`src/rtl/sb_chany_cfg_route.sv`:
```
// Configurable vertical switch-block routing stage.
// Per-track shift/tie-off muxes, optional pipeline flop, serial config chain.
module sb_chany_cfg_route #(
  parameter int W    = 9,
  parameter int NCFG = 6 * W
) (
  input  logic         clk,
  input  logic         rst_n,
  input  logic         cfg_start,
  input  logic         ccff_valid,
  input  logic         ccff_head,
  output logic         ccff_tail,
  output logic         cfg_done,
  input  logic [W-1:0] chany_bottom_in,
  input  logic [W-1:0] chany_top_in,
  output logic [W-1:0] chany_top_out,
  output logic [W-1:0] chany_bottom_out
);

  localparam int CW = $clog2(NCFG + 1);
  localparam logic [CW-1:0] LAST = CW'(NCFG - 1);

  typedef enum logic [1:0] {
    IDLE  = 2'd0,
    SHIFT = 2'd1,
    DONE  = 2'd2
  } state_t;

  state_t          state;
  logic [CW-1:0]   cnt;
  logic [NCFG-1:0] cfg_q;
  logic            done_q;

  logic [2*W-1:0]  mux_v;
  logic [2*W-1:0]  reg_v;
  logic [2*W-1:0]  pipe_q;
  logic [2*W-1:0]  out_v;

  logic [W-1:0]    bot_n;
  logic [W-1:0]    bot_p;
  logic [W-1:0]    top_n;
  logic [W-1:0]    top_p;

  // n: track i sees i+1, p: track i sees i-1 (both wrap)
  assign bot_n = {chany_bottom_in[0], chany_bottom_in[W-1:1]};
  assign bot_p = {chany_bottom_in[W-2:0], chany_bottom_in[W-1]};
  assign top_n = {chany_top_in[0], chany_top_in[W-1:1]};
  assign top_p = {chany_top_in[W-2:0], chany_top_in[W-1]};

  function automatic logic pick(
    input logic [1:0] s,
    input logic       a,
    input logic       n,
    input logic       p
  );
    logic r;
    case (s)
      2'd0:    r = a;
      2'd1:    r = n;
      2'd2:    r = p;
      default: r = 1'b0;
    endcase
    return r;
  endfunction

  for (genvar g = 0; g < W; g++) begin : g_trk
    assign mux_v[g] = pick(
      cfg_q[3*g +: 2],
      chany_bottom_in[g], bot_n[g], bot_p[g]);
    assign mux_v[W+g] = pick(
      cfg_q[3*(W+g) +: 2],
      chany_top_in[g], top_n[g], top_p[g]);
    assign reg_v[g]   = cfg_q[3*g+2];
    assign reg_v[W+g] = cfg_q[3*(W+g)+2];
  end

  // Outputs isolated while the chain is being rewritten
  always_comb begin
    out_v = (reg_v & pipe_q) | (~reg_v & mux_v);
    if (state == SHIFT) begin
      out_v = '0;
    end
  end

  assign chany_top_out    = out_v[W-1:0];
  assign chany_bottom_out = out_v[2*W-1:W];
  assign ccff_tail        = cfg_q[NCFG-1];
  assign cfg_done         = done_q;

  // Pipeline flops capture the mux result every cycle
  always_ff @(posedge clk or negedge rst_n) begin
    if (!rst_n) begin
      pipe_q <= '0;
    end else begin
      pipe_q <= mux_v;
    end
  end

  // Chain-load FSM: counts accepted bits, restart wins over shift
  always_ff @(posedge clk or negedge rst_n) begin
    if (!rst_n) begin
      state  <= IDLE;
      cnt    <= '0;
      cfg_q  <= '0;
      done_q <= 1'b0;
    end else begin
      unique case (state)
        IDLE: begin
          if (cfg_start) begin
            state <= SHIFT;
            cnt   <= '0;
          end
        end
        SHIFT: begin
          if (cfg_start) begin
            cnt <= '0;
          end else if (ccff_valid) begin
            cfg_q <= {cfg_q[NCFG-2:0], ccff_head};
            cnt   <= cnt + 1'b1;
            if (cnt == LAST) begin
              state  <= DONE;
              done_q <= 1'b1;
            end
          end
        end
        DONE: begin
          if (cfg_start) begin
            state  <= SHIFT;
            cnt    <= '0;
            done_q <= 1'b0;
          end
        end
        default: begin
          state  <= IDLE;
          done_q <= 1'b0;
        end
      endcase
    end
  end

endmodule

```
`config.mk`:
```
export PLATFORM = sky130hd
export DESIGN_NAME = sb_chany_cfg_route
export DESIGN_NICKNAME = d
export VERILOG_FILES = /design/src/rtl/sb_chany_cfg_route.sv
export SDC_FILE = /design/constraint.sdc
export NUM_CORES = 1
export LEC_CHECK = 0
export BUFFER_PORTS_ARGS = -buffer_cell sky130_fd_sc_hd__buf_2
export CORE_MARGIN = 2
export CORE_UTILIZATION = 35
export DETAILED_ROUTE_END_ITERATION = 6
export PLACE_DENSITY = 0.59
export SYNTH_ARGS = -nofsm -noshare
export SYNTH_HDL_FRONTEND = slang
export SYNTH_SLANG_ARGS = --single-unit
```
`constraint.sdc`:
```
create_clock -name clk -period 3.2 [get_ports clk]
set_input_delay 0.32 -clock clk [delete_from_list [all_inputs] [get_ports clk]]
set_output_delay 0.32 -clock clk [all_outputs]
set_load 0.01 [all_outputs]
```
Word-level counts from Yosys, hierarchy flattened
Cells that the tools add are included.
Operators by class
  add/subtract/negate cells: 1
  equality and inequality tests: 45
  muxes and demuxes: 33
  bitwise operators: 6
  reductions and logical operators: 25
Operators by type and width (count)
  1-bit one-hot mux with 3 select lines: 19
  2-bit by 1-bit == test with 1-bit output, second input constant: 19
  2-bit == test, second input constant: 19
  2-bit logical NOT: 19
  18-bit bitwise AND: 2
  18-bit two-way mux: 1
  6-bit two-way mux: 3
  18-bit NOT: 1
  18-bit OR: 1
  6-bit one-hot mux with 2 select lines: 1
  2-bit two-way mux: 4
  6-bit by 1-bit adder with 6-bit output, second input constant: 1
  6-bit == test, second input constant: 1
  2-bit inequality test, second input constant: 3
  3-bit AND reduction: 2
  5-bit AND reduction: 1
  1-bit two-way mux: 4
  2-bit by 1-bit inequality test with 1-bit output, second input constant: 2
  2-bit one-hot mux with 2 select lines: 1
  4-bit AND reduction: 1
  3-bit inequality test, second input constant: 1
  1-bit NOT: 2
  2-bit nonzero test: 1
  2-bit OR reduction: 1
Word-level totals
  register bits after elaboration: 81
  input port bits: 23
  output and inout port bits: 20
  word-level logic and storage cells: 115

Depth between registers and ports, before layout
  word-level depth: 5
  depth in mapped cells: 6
  gate-level depth less buffers: 5

Worst setup path after synthesis
Ideal clock, no wire load.
  path type: reg-to-output
  start point: register state[0]
  end point: output port chany_bottom_out[0]
  arrival: 1.199 ns
  required time: 2.880 ns
  setup slack: 1.681 ns
  stages on the path, launching flop included: 7
  buffers on the path: 3
  cells stage by stage: dfrtp_1 buf_6 nor2b_1 buf_2 buf_2 a21oi_1 o21a_1
On the way
  word-level cells in the longest chain between the ends: 2
Ends and longest elaborated chain
  start: declaration: line 29  | state_t state;
  start signal: assignment: line 102  | state <= IDLE;
  start signal: assignment: line 110  | state <= SHIFT;
  start signal: assignment: line 121  | state <= DONE;
  2-bit by 1-bit == test with 1-bit output: line 80  | if (state == SHIFT) begin
  18-bit two-way mux: line 80
  end: declaration: line 17  | output logic [W-1:0] chany_bottom_out
No other way between the ends.

Worst setup path after layout
Ends and elaborated chain as after synthesis.

==> impl_metrics.yaml <==
run_status:
  status: "finished clean"
sta:
  rsz0062_at_grt: "no"
  min_period_over_period_pct: 68.4
  min_period_ns: 2.19
  tightest_slew_ns: 1.02
  hold_viol: 0
  slew_violations: 0
  fin_setup_tns_ns: 0
  maxSlewHeadroom_pct: 31.8
  fmax_mhz: 457
  finClkSkew_ns: 0.0106
  setup_viol: 0
die:
  fp.dieArea_mm2: 0.0114
  rows: 37
  die_w_um: 107
  die_y_um: 107
  coreArea_mm2: 0.0103
  start_util_pct: 35.9
  boundaryPins: 43
power_and_ir_drop:
  peakVddDrop_mv: 0.301
  swShare_pct: 29.4
  p_leak_nw: 2.02
  power_frac_comb_pct: 18.9
  p_switching_uw: 965
  p_int_mw: 2.31
  power.density_mw_per_mm2: 760
  seqPwrFrac_pct: 53.9
  clkPwrFrac_pct: 27.2
synthesis:
  synth_top_area_share_pct: 54.7
  synth.ff_latch_count: 81
  yosys-top-cells-count: "dfrtp_1 (81), mux2_2 (38), inv_1 (33)"
  synth-async-reset-ratio_pct: 100
  synth.most_common_cell: "dfrtp_1"
  syn_inst: 326
  synth.cell_area_mm2: 0.00370
  yosys-top-cells-area: "dfrtp_1 (55%), mux2_2 (12%), mux2i_1 (5.1%)"
  yosysSeqAreaShare_pct: 54.7
  yosysWarnings: 0
  yosysTopAreaCell: "dfrtp_1"
  synth_cell_type_count: 34
  syn_avg_cell_area_um2: 11.4
  ys.flop_type: "dfrtp_1"
  syn-num-nets: 351
  synth_edf_count: 0
global_routing:
  grt_pass1_wl_um: 11800
  antenna_found_initial: 0
  grt_use_total_pct: 13.1
  grt_max_degree: 82
  first_global_vias: 2423
  overflow: 0
routing:
  dr.first_iter.drc_count: 59
  wire_per_inst_um: 13.4
  vias_per_cell: 4.75
  drt_wl_total_um: 6870
  drt.antenna.violating_nets: 0
  drc: 0
  first_pass_iters: 4
  vias: 2430
clocking:
  cts_setup_buffers: 0
  hold_buffers: 0
  insertion_delay_ns: 0.34
  max-clock-path-buffers: 2
  post_cts_resized: 0
  tritoncts: "done"
  cts.sinks: 81
  cts-buffers-inserted: 9
  cts_root_buf: "clkbuf_8"
  clk_pin_slew_ns: 0.09
  cts_max_level: 3
placement:
  port_buffers: 42
  gp_congestion: 0.707
  dpl.hpwl_um: 4750
final_layout:
  num_antenna_cells: 0
  area_growth_pct: 16.4
  final_util_pct: 41.8
  n_fill_cell: 988
  drive_above_1_share_pct: 27.4
  fin_nets: 396
min_path:
  hold_class: "primary input to async pin"
critical_path:
  rrSetupSlack_ns: 1.46
  cp.arrival_ns: 1.87
  cp.required_ns: 2.88
  worst_setup_path_start_kind: "flip-flop"
  cp-end-kind: "output port"
  crit_fanout: 14
  path_class: "flip-flop to output port"
flow_run:
  max_cap_violations: 0
critical path, cell delays in order, from the launching register on:
cell and delay [ns]:
dfrtp_1 0.50, nor2b_1 0.51, buf_12 0.23, a21oi_1 0.05
o21a_1 0.10, buf_2 0.13
through the flow:
stage	power (mW)	instances	worst slack [ns]	hold WS [ns]	cell area, um2
global route	3.50	512	0.826	0.191	4310
finish	3.28	512	1.01	0.130	4310
CTS	3.33	512	0.989	0.177	4310
global placement	2.39	496	1.44	0.492	4070
detailed placement	2.42	496	1.40	0.507	4070
floorplan	2.20	326	1.68	0.0244	3700
power groups by stage:
stage	registers (mW)	logic, mW	clock network (mW)
2_1_floorplan	1.70	0.503	0
3_5_place_dp	1.79	0.629	0
4_1_cts	1.77	0.634	0.920
5_1_grt	1.84	0.704	0.960
6_report	1.77	0.619	0.891
3_3_place_gp	1.77	0.614	0
per-layer routing:
metal	up-vias	global-route usage (%)	share of wire [%]
li1	1226	-	-
met1	1160	17.4	48
met2	40	21.0	47
met3	4	3.83	4.6
met4	0	3.34	0.77
met5	-	0	0
cell usage in the layout (no fill, tap or decap), drive strengths merged, types with 2 or more instances in the layout:
cell type	Yosys	layout
clkinv	0	2
inv	33	33
nand2b	3	3
mux2i	19	19
bufinv	0	3
dfrtp	81	81
nand3	6	6
o22ai	5	5
o21ai	33	33
nor2b	3	3
ha	2	2
a21oi	20	20
nand3b	14	14
nand2	21	21
mux2	41	41
or4	2	2
buf	11	46
a21boi	2	2
clkinvlp	0	2
clkbuf	1	9
o21a	18	18
cells by family (layout without fill, tap and decap cells):
group / after synthesis / in the layout / share of synthesized area (%)
DFF: 81 / 81 / 54.7
AOI/OAI and AO/OA: 82 / 82 / 12.9
adders and majority gates: 2 / 2 / 0.675
buffers and inverters: 45 / 95 / 5.37
and+or+nand+nor: 56 / 56 / 8.71
muxes: 60 / 60 / 17.6
final cells by class:
class / count / area [um2] / share of cell area, %
Clock inverter: 7 / 119 / 2.76
Clock buffer: 9 / 124 / 2.87
Tap cell: 136 / 170 / 3.95
Multi-Input combinational cell: 200 / 1490 / 34.6
Inverter: 33 / 124 / 2.87
Sequential cell: 81 / 2030 / 47.0
Timing Repair Buffer: 46 / 255 / 5.92
path summary, 6_finish.rpt:
kind,from,to,cells after the start
worst max-delay path,state[0],chany_bottom_out[0],5
worst min-delay path,rst_n,pipe_q[15],1
worst max register to register,state[1],cfg_q[16],3
worst min register to register,cfg_done,cfg_done,2
max in group asynchronous,rst_n,cnt[5],1
min in group clk,ccff_head,cfg_q[0],2
flip-flops by register name, summed over array words and instances, names as in the netlist:
| name | count |
|---|---|
| cfg_done | 1 |
| cfg_q | 54 |
| cnt | 6 |
| pipe_q | 18 |
| state | 2 |
Note: power is estimated with default switching activity, not from simulation.
